$ cat src/rtl/branch_predict_unit.sv
// -----------------------------------------------------------------------------
// branch_predict_unit
//   EX-stage branch resolution with a 2-bit saturating-counter branch history
//   table (BHT). Resolves the six RV32I B-type conditions, JAL, JALR and halt,
//   gives fetch a taken/not-taken hint, and drives the PC redirect and flush.
//
//   Optional feature (compile-time macro BRU_PERF_CNT_EN):
//     adds perf_branches / perf_mispredicts event counters and their ports.
//
//   Reset is synchronous and active-low on the port named 'reset'.
// -----------------------------------------------------------------------------
module branch_predict_unit #(
   parameter int PC_W       = 9,
   parameter int DATA_WIDTH = 32,
   parameter int BHT_IDX_W  = 4,
   parameter int CNT_W      = 32
) (
   input  logic                  clk,
   input  logic                  reset,
   // fetch-side lookup
   input  logic [PC_W-1:0]       if_pc,
   output logic                  pred_taken,
   // EX-stage instruction
   input  logic                  ex_valid,
   input  logic [PC_W-1:0]       ex_pc,
   input  logic [31:0]           ex_imm,
   input  logic [2:0]            ex_funct3,
   input  logic                  ex_branch,
   input  logic                  ex_jal,
   input  logic                  ex_jalr,
   input  logic                  ex_halt,
   input  logic                  ex_pred_taken,
   input  logic [DATA_WIDTH-1:0] src_a,
   input  logic [DATA_WIDTH-1:0] src_b,
   // targets and redirect
   output logic [31:0]           pc_imm,
   output logic [31:0]           pc_four,
   output logic [31:0]           br_pc,
   output logic                  pc_sel,
   output logic                  is_jal,
   output logic                  mispredict,
   output logic                  halted
`ifdef BRU_PERF_CNT_EN
   ,
   output logic [CNT_W-1:0]      perf_branches,
   output logic [CNT_W-1:0]      perf_mispredicts
`endif
);

   localparam int BHT_ENTRIES = 1 << BHT_IDX_W;

   // 2-bit counter encodings
   localparam logic [1:0] CNT_SNT = 2'b00;
   localparam logic [1:0] CNT_WNT = 2'b01;
   localparam logic [1:0] CNT_ST  = 2'b11;

   typedef enum logic {
      ST_RUN    = 1'b0,
      ST_HALTED = 1'b1
   } state_t;

   // ---------------------------------------------------------------------------
   // State
   // ---------------------------------------------------------------------------
   state_t            state_q, state_d;
   logic [PC_W-1:0]   halt_pc_q, halt_pc_d;
   logic [1:0]        bht_q [BHT_ENTRIES];
   logic [1:0]        bht_d [BHT_ENTRIES];

   // ---------------------------------------------------------------------------
   // Datapath helpers
   // ---------------------------------------------------------------------------
   logic [31:0]          pc_ext;
   logic [31:0]          src_a_32;
   logic [BHT_IDX_W-1:0] if_idx;
   logic [BHT_IDX_W-1:0] ex_idx;
   logic [1:0]           ex_cnt;
   logic                 act_t;
   logic                 f3_valid;
   logic                 bht_upd;
   logic                 br_mis;
   logic                 idx_unused;

   assign pc_ext   = {{(32-PC_W){1'b0}}, ex_pc};
   assign src_a_32 = 32'(src_a);
   assign if_idx   = if_pc[BHT_IDX_W+1:2];
   assign ex_idx   = ex_pc[BHT_IDX_W+1:2];
   assign ex_cnt   = bht_q[ex_idx];

   // if_pc bits outside the index field do not take part in the lookup
   assign idx_unused = ^{if_pc[PC_W-1:BHT_IDX_W+2], if_pc[1:0]};

   // Fetch hint: MSB of the counter, read before any same-cycle update lands.
   assign pred_taken = bht_q[if_idx][1];

   // Targets; all arithmetic wraps modulo 2^32.
   assign pc_four = pc_ext + 32'd4;
   assign pc_imm  = ex_jalr ? ((src_a_32 + ex_imm) & ~32'h1) : (pc_ext + ex_imm);

   // Branch condition evaluation; funct3 010/011 are reserved and never taken.
   always_comb begin
      // NOTE: every variable written here gets a default first, otherwise a
      // path that skips the assignment would infer a latch.
      act_t    = 1'b0;
      f3_valid = 1'b1;
      case (ex_funct3)
         3'b000:  act_t = (src_a == src_b);
         3'b001:  act_t = (src_a != src_b);
         3'b100:  act_t = ($signed(src_a) <  $signed(src_b));
         3'b101:  act_t = ($signed(src_a) >= $signed(src_b));
         3'b110:  act_t = (src_a <  src_b);
         3'b111:  act_t = (src_a >= src_b);
         default: f3_valid = 1'b0;
      endcase
   end

   // Redirect outputs, FSM next state and BHT next state.
   always_comb begin
      state_d    = state_q;
      halt_pc_d  = halt_pc_q;
      for (int i = 0; i < BHT_ENTRIES; i++) begin
         bht_d[i] = bht_q[i];
      end
      pc_sel     = 1'b0;
      br_pc      = 32'h0;
      mispredict = 1'b0;
      is_jal     = 1'b0;
      halted     = 1'b0;
      bht_upd    = 1'b0;
      br_mis     = 1'b0;

      if (!reset) begin
         // outputs stay at their zero defaults while reset is held
      end else if (state_q == ST_HALTED) begin
         // parked: keep steering fetch to the halt PC
         pc_sel = 1'b1;
         br_pc  = {{(32-PC_W){1'b0}}, halt_pc_q};
         halted = 1'b1;
      end else if (ex_valid && ex_halt) begin
         // halt wins over any jump/branch bits on the same instruction
         state_d   = ST_HALTED;
         halt_pc_d = ex_pc;
         pc_sel    = 1'b1;
         br_pc     = pc_ext;
         halted    = 1'b1;
      end else if (ex_valid) begin
         is_jal = ex_jal || ex_jalr;
         if (ex_jal || ex_jalr) begin
            // jumps are never predicted, so they always redirect
            pc_sel     = 1'b1;
            br_pc      = pc_imm;
            mispredict = 1'b1;
         end else if (ex_branch && (act_t != ex_pred_taken)) begin
            pc_sel     = 1'b1;
            mispredict = 1'b1;
            br_pc      = act_t ? pc_imm : pc_four;
            br_mis     = 1'b1;
         end

         if (ex_branch && f3_valid) begin
            bht_upd = 1'b1;
            if (act_t) begin
               bht_d[ex_idx] = (ex_cnt == CNT_ST) ? CNT_ST : ex_cnt + 2'b01;
            end else begin
               bht_d[ex_idx] = (ex_cnt == CNT_SNT) ? CNT_SNT : ex_cnt - 2'b01;
            end
         end
      end
   end

   // State register, halt PC latch and BHT storage.
   always_ff @(posedge clk) begin
      // NOTE: sequential state uses non-blocking assignments so every flop
      // samples the pre-edge value regardless of statement order.
      if (!reset) begin
         state_q   <= ST_RUN;
         halt_pc_q <= '0;
         // NOTE: the table is built from flops, not a RAM macro, so every
         // entry can be loaded with weak-not-taken in the reset cycle.
         for (int i = 0; i < BHT_ENTRIES; i++) begin
            bht_q[i] <= CNT_WNT;
         end
      end else begin
         state_q   <= state_d;
         halt_pc_q <= halt_pc_d;
         for (int i = 0; i < BHT_ENTRIES; i++) begin
            bht_q[i] <= bht_d[i];
         end
      end
   end

`ifdef BRU_PERF_CNT_EN
   logic [CNT_W-1:0] perf_br_q, perf_br_d;
   logic [CNT_W-1:0] perf_mis_q, perf_mis_d;

   // Event counters; they freeze in HALTED because no branch events occur there.
   always_comb begin
      perf_br_d  = perf_br_q  + CNT_W'(bht_upd);
      perf_mis_d = perf_mis_q + CNT_W'(br_mis);
   end

   // Counter registers, cleared by reset and wrapping on overflow.
   always_ff @(posedge clk) begin
      if (!reset) begin
         perf_br_q  <= '0;
         perf_mis_q <= '0;
      end else begin
         perf_br_q  <= perf_br_d;
         perf_mis_q <= perf_mis_d;
      end
   end

   assign perf_branches    = perf_br_q;
   assign perf_mispredicts = perf_mis_q;
`else
   // Counters are absent; tie off a sink so the width parameter stays referenced.
   logic [CNT_W-1:0] perf_unused;
   logic             br_event_unused;
   assign perf_unused     = '0;
   assign br_event_unused = bht_upd ^ br_mis;
`endif

endmodule

$ cat config.mk
export PLATFORM = sky130hd
export DESIGN_NAME = branch_predict_unit
export DESIGN_NICKNAME = d
export VERILOG_FILES = /design/src/rtl/branch_predict_unit.sv
export SDC_FILE = /design/constraint.sdc
export NUM_CORES = 1
export LEC_CHECK = 0
export ABC_AREA = 0
export CORE_MARGIN = 2
export CORE_UTILIZATION = 47
export DETAILED_ROUTE_END_ITERATION = 8
export PLACE_DENSITY_LB_ADDON = 0.12
export SLEW_MARGIN = 25
export SYNTH_ARGS = -nofsm -noshare
export SYNTH_HDL_FRONTEND = slang
export SYNTH_SLANG_ARGS = --single-unit
$ cat constraint.sdc
create_clock -name clk -period 5.24 [get_ports clk]
set_input_delay 1.048 -clock clk [delete_from_list [all_inputs] [get_ports clk]]
set_output_delay 1.048 -clock clk [all_outputs]
set_load 0.005 [all_outputs]
After elaboration in Yosys (flattened, before gate mapping)
Memory sizes are Yosys's and may differ from the RTL's.
Cells that the tools add are included.
- bits in registers: 10
- RAM bits: 32
- input bits: 125
- output and inout bits: 101
- word-level logic and storage cells: 106
- memories kept: 1
- memory list (memory ; depth ; bits a word ; rd ports ; clocked after Yosys merged registers in ; write ports ; RTL line ; text):
    bht_q ; 16 ; 2 ; 18 ; 0 ; 16 ; 67 ; logic [1:0] bht_q [BHT_ENTRIES];
- $add $sub $neg: 5
- $lt $le $gt $ge: 6
- equality and inequality tests: 9
- muxes and demuxes: 56
- bitwise operators: 18
- reduce and logical (&&, ||, !) cells: 9
- operator list (kind ; number):
    $mux 32 ; 14
    $bwmux 32 ; 2
    $ge 32x32->1 ; 2
    $lt 32x32->1 ; 2
    $mux 2 ; 19
    $add 32x32->32 ; 1
    $add 9x32->32 ; 1
    $eq 32x32->1 ; 1
    $ne 32x32->1 ; 1
    $mux 1 ; 19
    $or 1x1->1 ; 16
    $eq 3x3->1 const B ; 4
    $add 9x3->10 const B ; 1
    $demux 2 s4 ; 1
    $pmux 1 s6 ; 1
    $reduce_or 6->1 ; 1
    $ge 5x5->1 const B ; 1
    $lt 5x1->1 const B ; 1
    $not 4->5 ; 1
    $logic_and 1x1->1 ; 4
    $eq 3x1->1 const B ; 1
    $logic_not 3->1 ; 1
    $add 2x1->2 const B ; 1
    $eq 2x2->1 const B ; 1
    6 further kinds ; 6

Longest topological paths before layout
Gate-level depths: netlist of run 1.
- depth in word-level cells: 13
- depth in mapped cells: 14
- gate-level depth less buffers: 12

Worst setup path after synthesis of run 1
Ideal clock, no wire load.
- path kind: input -> output
- start: in src_b[31]
- end: out br_pc[7]
- arrival time: 3.598 ns
- data required time: 4.192 ns
- slack: 0.594 ns
- cell stages on the path: 13
- buffers on the path: 1
- path through: inv_1 ha_1 nand4_2 nor4_4 nand4_1 nor3b_1 a221oi_1 and4b_1 a21oi_2 buf_6 mux2_1 a222oi_1 nor2_1
- cells in the longest elaborated chain, start to end: 10
- elaborated cells between the ends (all ways): 16
- classes of those cells: order compare (4); eq/ne (3); mux (8); reduce/logical (1)
- ends and longest elaborated chain (item ; RTL line ; text):
    from (decl) ; 34 ; input logic [DATA_WIDTH-1:0] src_b,
    $ge 32x32->1, or another cell as far along ; 112 ; 3'b111: act_t = (src_a >= src_b);
    $pmux 1 s6 (*) ; 106 ; case (ex_funct3)
    $ne 1x1->1 ; 153 ; end else if (ex_branch && (act_t != ex_pred_taken)) begin
    $logic_and 1x1->1 ; 153 ;
    $mux 32 (*) ; 153 ;
    $mux 32 (*) ; 148 ; if (ex_jal || ex_jalr) begin
    $mux 32 (*) ; 146 ; end else if (ex_valid) begin
    $mux 32 (*) ; 139 ; end else if (ex_valid && ex_halt) begin
    $mux 32 (*) ; 134 ; end else if (state_q == ST_HALTED) begin
    $mux 32 (*) ; 132 ; if (!reset) begin
    to (decl) ; 38 ; output logic [31:0] br_pc,
Every way passes the cells marked *; elsewhere a longest branch is shown, timed or not.

Final worst setup path of run 1
- start: in src_a[9]
- end: out br_pc[5]
- cells in the longest elaborated chain, start to end: 10
- elaborated cells between the ends (all ways): 16
- classes of those cells: order compare (4); eq/ne (3); mux (8); reduce/logical (1)
- ends and longest elaborated chain (item ; RTL line ; text):
    from (decl) ; 33 ; input logic [DATA_WIDTH-1:0] src_a,
    $ge 32x32->1, or another cell as far along ; 112 ;
    $pmux 1 s6 (*) ; 106 ;
    $ne 1x1->1 ; 153 ;
    $logic_and 1x1->1 ; 153 ;
    $mux 32 (*) ; 153 ;
    $mux 32 (*) ; 148 ;
    $mux 32 (*) ; 146 ;
    $mux 32 (*) ; 139 ;
    $mux 32 (*) ; 134 ;
    $mux 32 (*) ; 132 ;
Marks and branches as above.

==> metrics.txt, run 1 <==
CTS sink cnt=42; Switch Pwr=0.603 mW; crit path kind=primary input to primary output; DPL Wire Length=roughly 17000 um; total gr overflow=0; average size of a mapped cell=about 7.5 sq um; Cell Rows=42; final worst setup slack=-105 ps; DP Worst Slack=-829 ps; worst reg2reg setup slack=roughly 2900 ps; internal power=around 1 mW; first-pass GRT wire length=35900 um; register area share after synthesis=13.3%; post-synthesis cell type count=between 60 and 70; # placed instances=roughly 1300; post-route minimum period=~5300 ps; Leak=4.86 nW; Critical Path AT=4300 ps; leading cell types by count after synthesis=91 x nand2_1, 75 x ha_1, 69 x o21ai_0, 58 x nor2_1, 55 x a21oi_1; Reg2Reg Depth=5; RSZ-0062 raised after global routing=yes; cts hold-fix bufs=0; R2R Path End=bht_q[14][1]$_SDFFE_PN0P_; clock root cell=clkbuf_16; Post-synth EDFFs=0; Pwr Density=between 150 and 200 nW/um^2; Final Hold Fails=0; Synthesis Warnings=0; Core ar.=13200 sq um; CTS Buffer Depth=2; worst hold endpoint=halt_pc_q[5]$_SDFFE_PN0P_; Comb power frac=60.4%; starting DRC count in detailed routing=580; Placed Area=9470 sq um; Die Footprint=14400 sq um; Setup crit end kind=primary output; Yosys top cell area share=14.8%; fin area=10600 sq um; TritonRoute pass-1 iters=8; number of nets with antenna violations after routing=0; Async SR Flop Fraction=0%; htree depth=2; Startpoint Class=primary input; hold path depth=2; largest net degree at the start of global routing=55; area leader, netlist=ha_1; clock skew=between 6 and 7 ps; Worst-Skew Late Latency=290 ps; vias in the first global route=7330; Final setup viols=12; layout net count=1419; routed vias/inst=5.59; CTS tree=built; origin of the critical flop-to-flop path=bht_q[15][1]$_SDFFE_PN0P_; Port Buffer Count=198; Max Clk Rate=~0.19 GHz; fin crit share=102%; Max FO, Critical Path=4; Layout area overhead=67.3%; wire length reported by the detailed router=23900 um; chip height=around 120 um; Ports=226; Synth Flop Type=dfxtp_1; Mapped Area=6320 sq um; Switching Share=between 30% and 40%; Max Cap Viol=0; Least-Margin Pin Slew=~600 ps; outcome=finished with violations; count leader, synth=nand2_1; DR WL/cell=17.1 um; Vias=~7800; min-delay src=halt_pc_q[5]$_SDFFE_PN0P_; failing checks=setup timing; GP Congestion=~0.96; Die Wd=about 120 um; Initial Utilization=47.9%; FILL cells=936; Worst-path clk slew=70 ps; Mapped Cells=845; layout cells sized above 1=34.6%; Reg power frac=between 20% and 30%; TritonCTS buffer count=5; Worst EP required=4190 ps; slew margin rel.=59.8%; top cells by area, synth=ha_1 15%, dfxtp_1 13%, o21ai_0 5.5%, nand2_1 5.4%, mux4_2 5.3%; # DRC=0; initial antenna violation count=0; Antenna diodes=0; Tot GR Track Use=between 30 and 40%; clock network fraction of total power=19.5%; FF+latch count, synth=42; Worst Hold Class=flop to flop; worst vdd ir=140 uV; Final Max Tran Viols=0; Non-Filler Instances=1394
layout by cell type (no fill, tap or decap), types with 21 or more instances in the layout:
master,n
clkdlybuf4s50_1,82
inv_1,23
nor2_1,55
xor2_1,24
o21ai_0,53
dfxtp_1,42
clkbuf_2,27
dlygate4sd2_1,44
buf_4,185
nand3_1,35
inv_2,22
a31oi_1,21
a21oi_1,44
a21o_1,31
nand2_1,86
ha_1,46
conb_1,22
ha_4,26
xnor2_1,33
what timing repair did:
item | in CTS | in global routing
pin swaps | 64 | 78
setup endpoints to repair | 55 | 51
cloned | 1 | 1
gates resized for setup | 287 | 139
setup buffers | 25 | 18
flip-flops by register name, summed over array words and instances (netlist names):
register	count
bht_q	32
halt_pc_q	9
state_q	1
stage by stage:
stage | power [mW] | setup TNS, ps | utilization (%) | hold slack [ps]
global placement | 1.17 | -23990 | 71.8 | 445
detailed placement | 1.18 | -26250 | 71.8 | 452
global route | 1.72 | -2780 | 80.2 | 489
floorplan | 0.737 | 0 | - | 436
CTS | 1.55 | -48.7 | 77.6 | 461
finish | 1.63 | -331 | 80.2 | 461
layer usage:
layer | vias to the layer above | share of wire, % | wire length (um) | GRT usage (%)
li1 | 3772 | - | - | -
met1 | 3630 | 42 | 9940 | 39.9
met2 | 341 | 49 | 11600 | 52.7
met3 | 44 | 7.5 | 1790 | 5.04
met4 | 0 | 2.2 | 530 | 7.87
met5 | - | 0 | 0 | 0
power groups by stage:
stage	registers (mW)	logic, mW	clock network, mW
detailed placement	0.336	0.843	0
finish	0.329	0.986	0.319
floorplan	0.334	0.404	0
global placement	0.336	0.832	0
global route	0.329	1.06	0.335
CTS	0.329	0.904	0.318
worst max path at each step:
stage / to / cells after the start / slack, ps / from
2_1_floorplan: br_pc[7] / 13 / 590 / src_b[31]
3_3_place_gp: br_pc[8] / 14 / -790 / src_b[17]
3_5_place_dp: br_pc[4] / 14 / -830 / src_b[17]
4_1_cts: pc_imm[24] / 14 / -10 / ex_imm[2]
5_1_grt: br_pc[5] / 15 / -240 / src_a[9]
6_report: br_pc[5] / 15 / -110 / src_a[9]
kinds of logic (layout without fill, tap and decap cells):
| group | Yosys count | in the layout | share of synthesized area (%) |
|---|---|---|---|
| adder cells (fa/ha/maj) | 77 | 77 | 15.5 |
| XOR/XNOR | 59 | 59 | 8.18 |
| buffers and inverters | 102 | 454 | 7.72 |
| multiplexers | 33 | 33 | 8.47 |
| AND/OR/NAND/NOR | 293 | 293 | 22.9 |
| other | 1 | 22 | 0.0593 |
| flip-flops | 42 | 42 | 13.3 |
| AO/OA/AOI/OAI | 238 | 238 | 23.9 |
critical path, stage by stage:
cell             delay, ps
clkdlybuf4s15_1        240
ha_4                   310
nand3_4                 80
or3_4                  380
a21o_1                 200
a211oi_4               300
o21ai_0                140
and4b_2                290
a21oi_4                200
buf_6                  130
clkbuf_16              130
mux2_4                 300
a222oi_1               340
nor2_1                  60
buf_2                  130
area by class of cell:
cell class                      count  area, sq um  share of cell area (%)
Multi-Input combinational cell    722         5860                    55.4
Timing Repair Buffer              397         3310                    31.3
Sequential cell                    42          841                    7.95
Tap cell                          176          220                    2.08
Inverter                           48          188                    1.77
Clock buffer                        5          125                    1.18
Clock inverter                      3         25.0                   0.237
Timing Repair inverter              1         7.51                  0.0710
No activity file was read; power rests on OpenSTA's default activity.
==> run 2, diff against run 1 <==
--- a/config.mk
+++ b/config.mk
@@ -9,6 +9,7 @@
 export CORE_MARGIN = 2
 export CORE_UTILIZATION = 47
 export DETAILED_ROUTE_END_ITERATION = 8
+export GPL_ROUTABILITY_DRIVEN = 0
 export PLACE_DENSITY_LB_ADDON = 0.12
 export SLEW_MARGIN = 25
 export SYNTH_ARGS = -nofsm -noshare
==> results of run 2 <==
No change in the layout: final DEF, timing and power equal those of run 1.
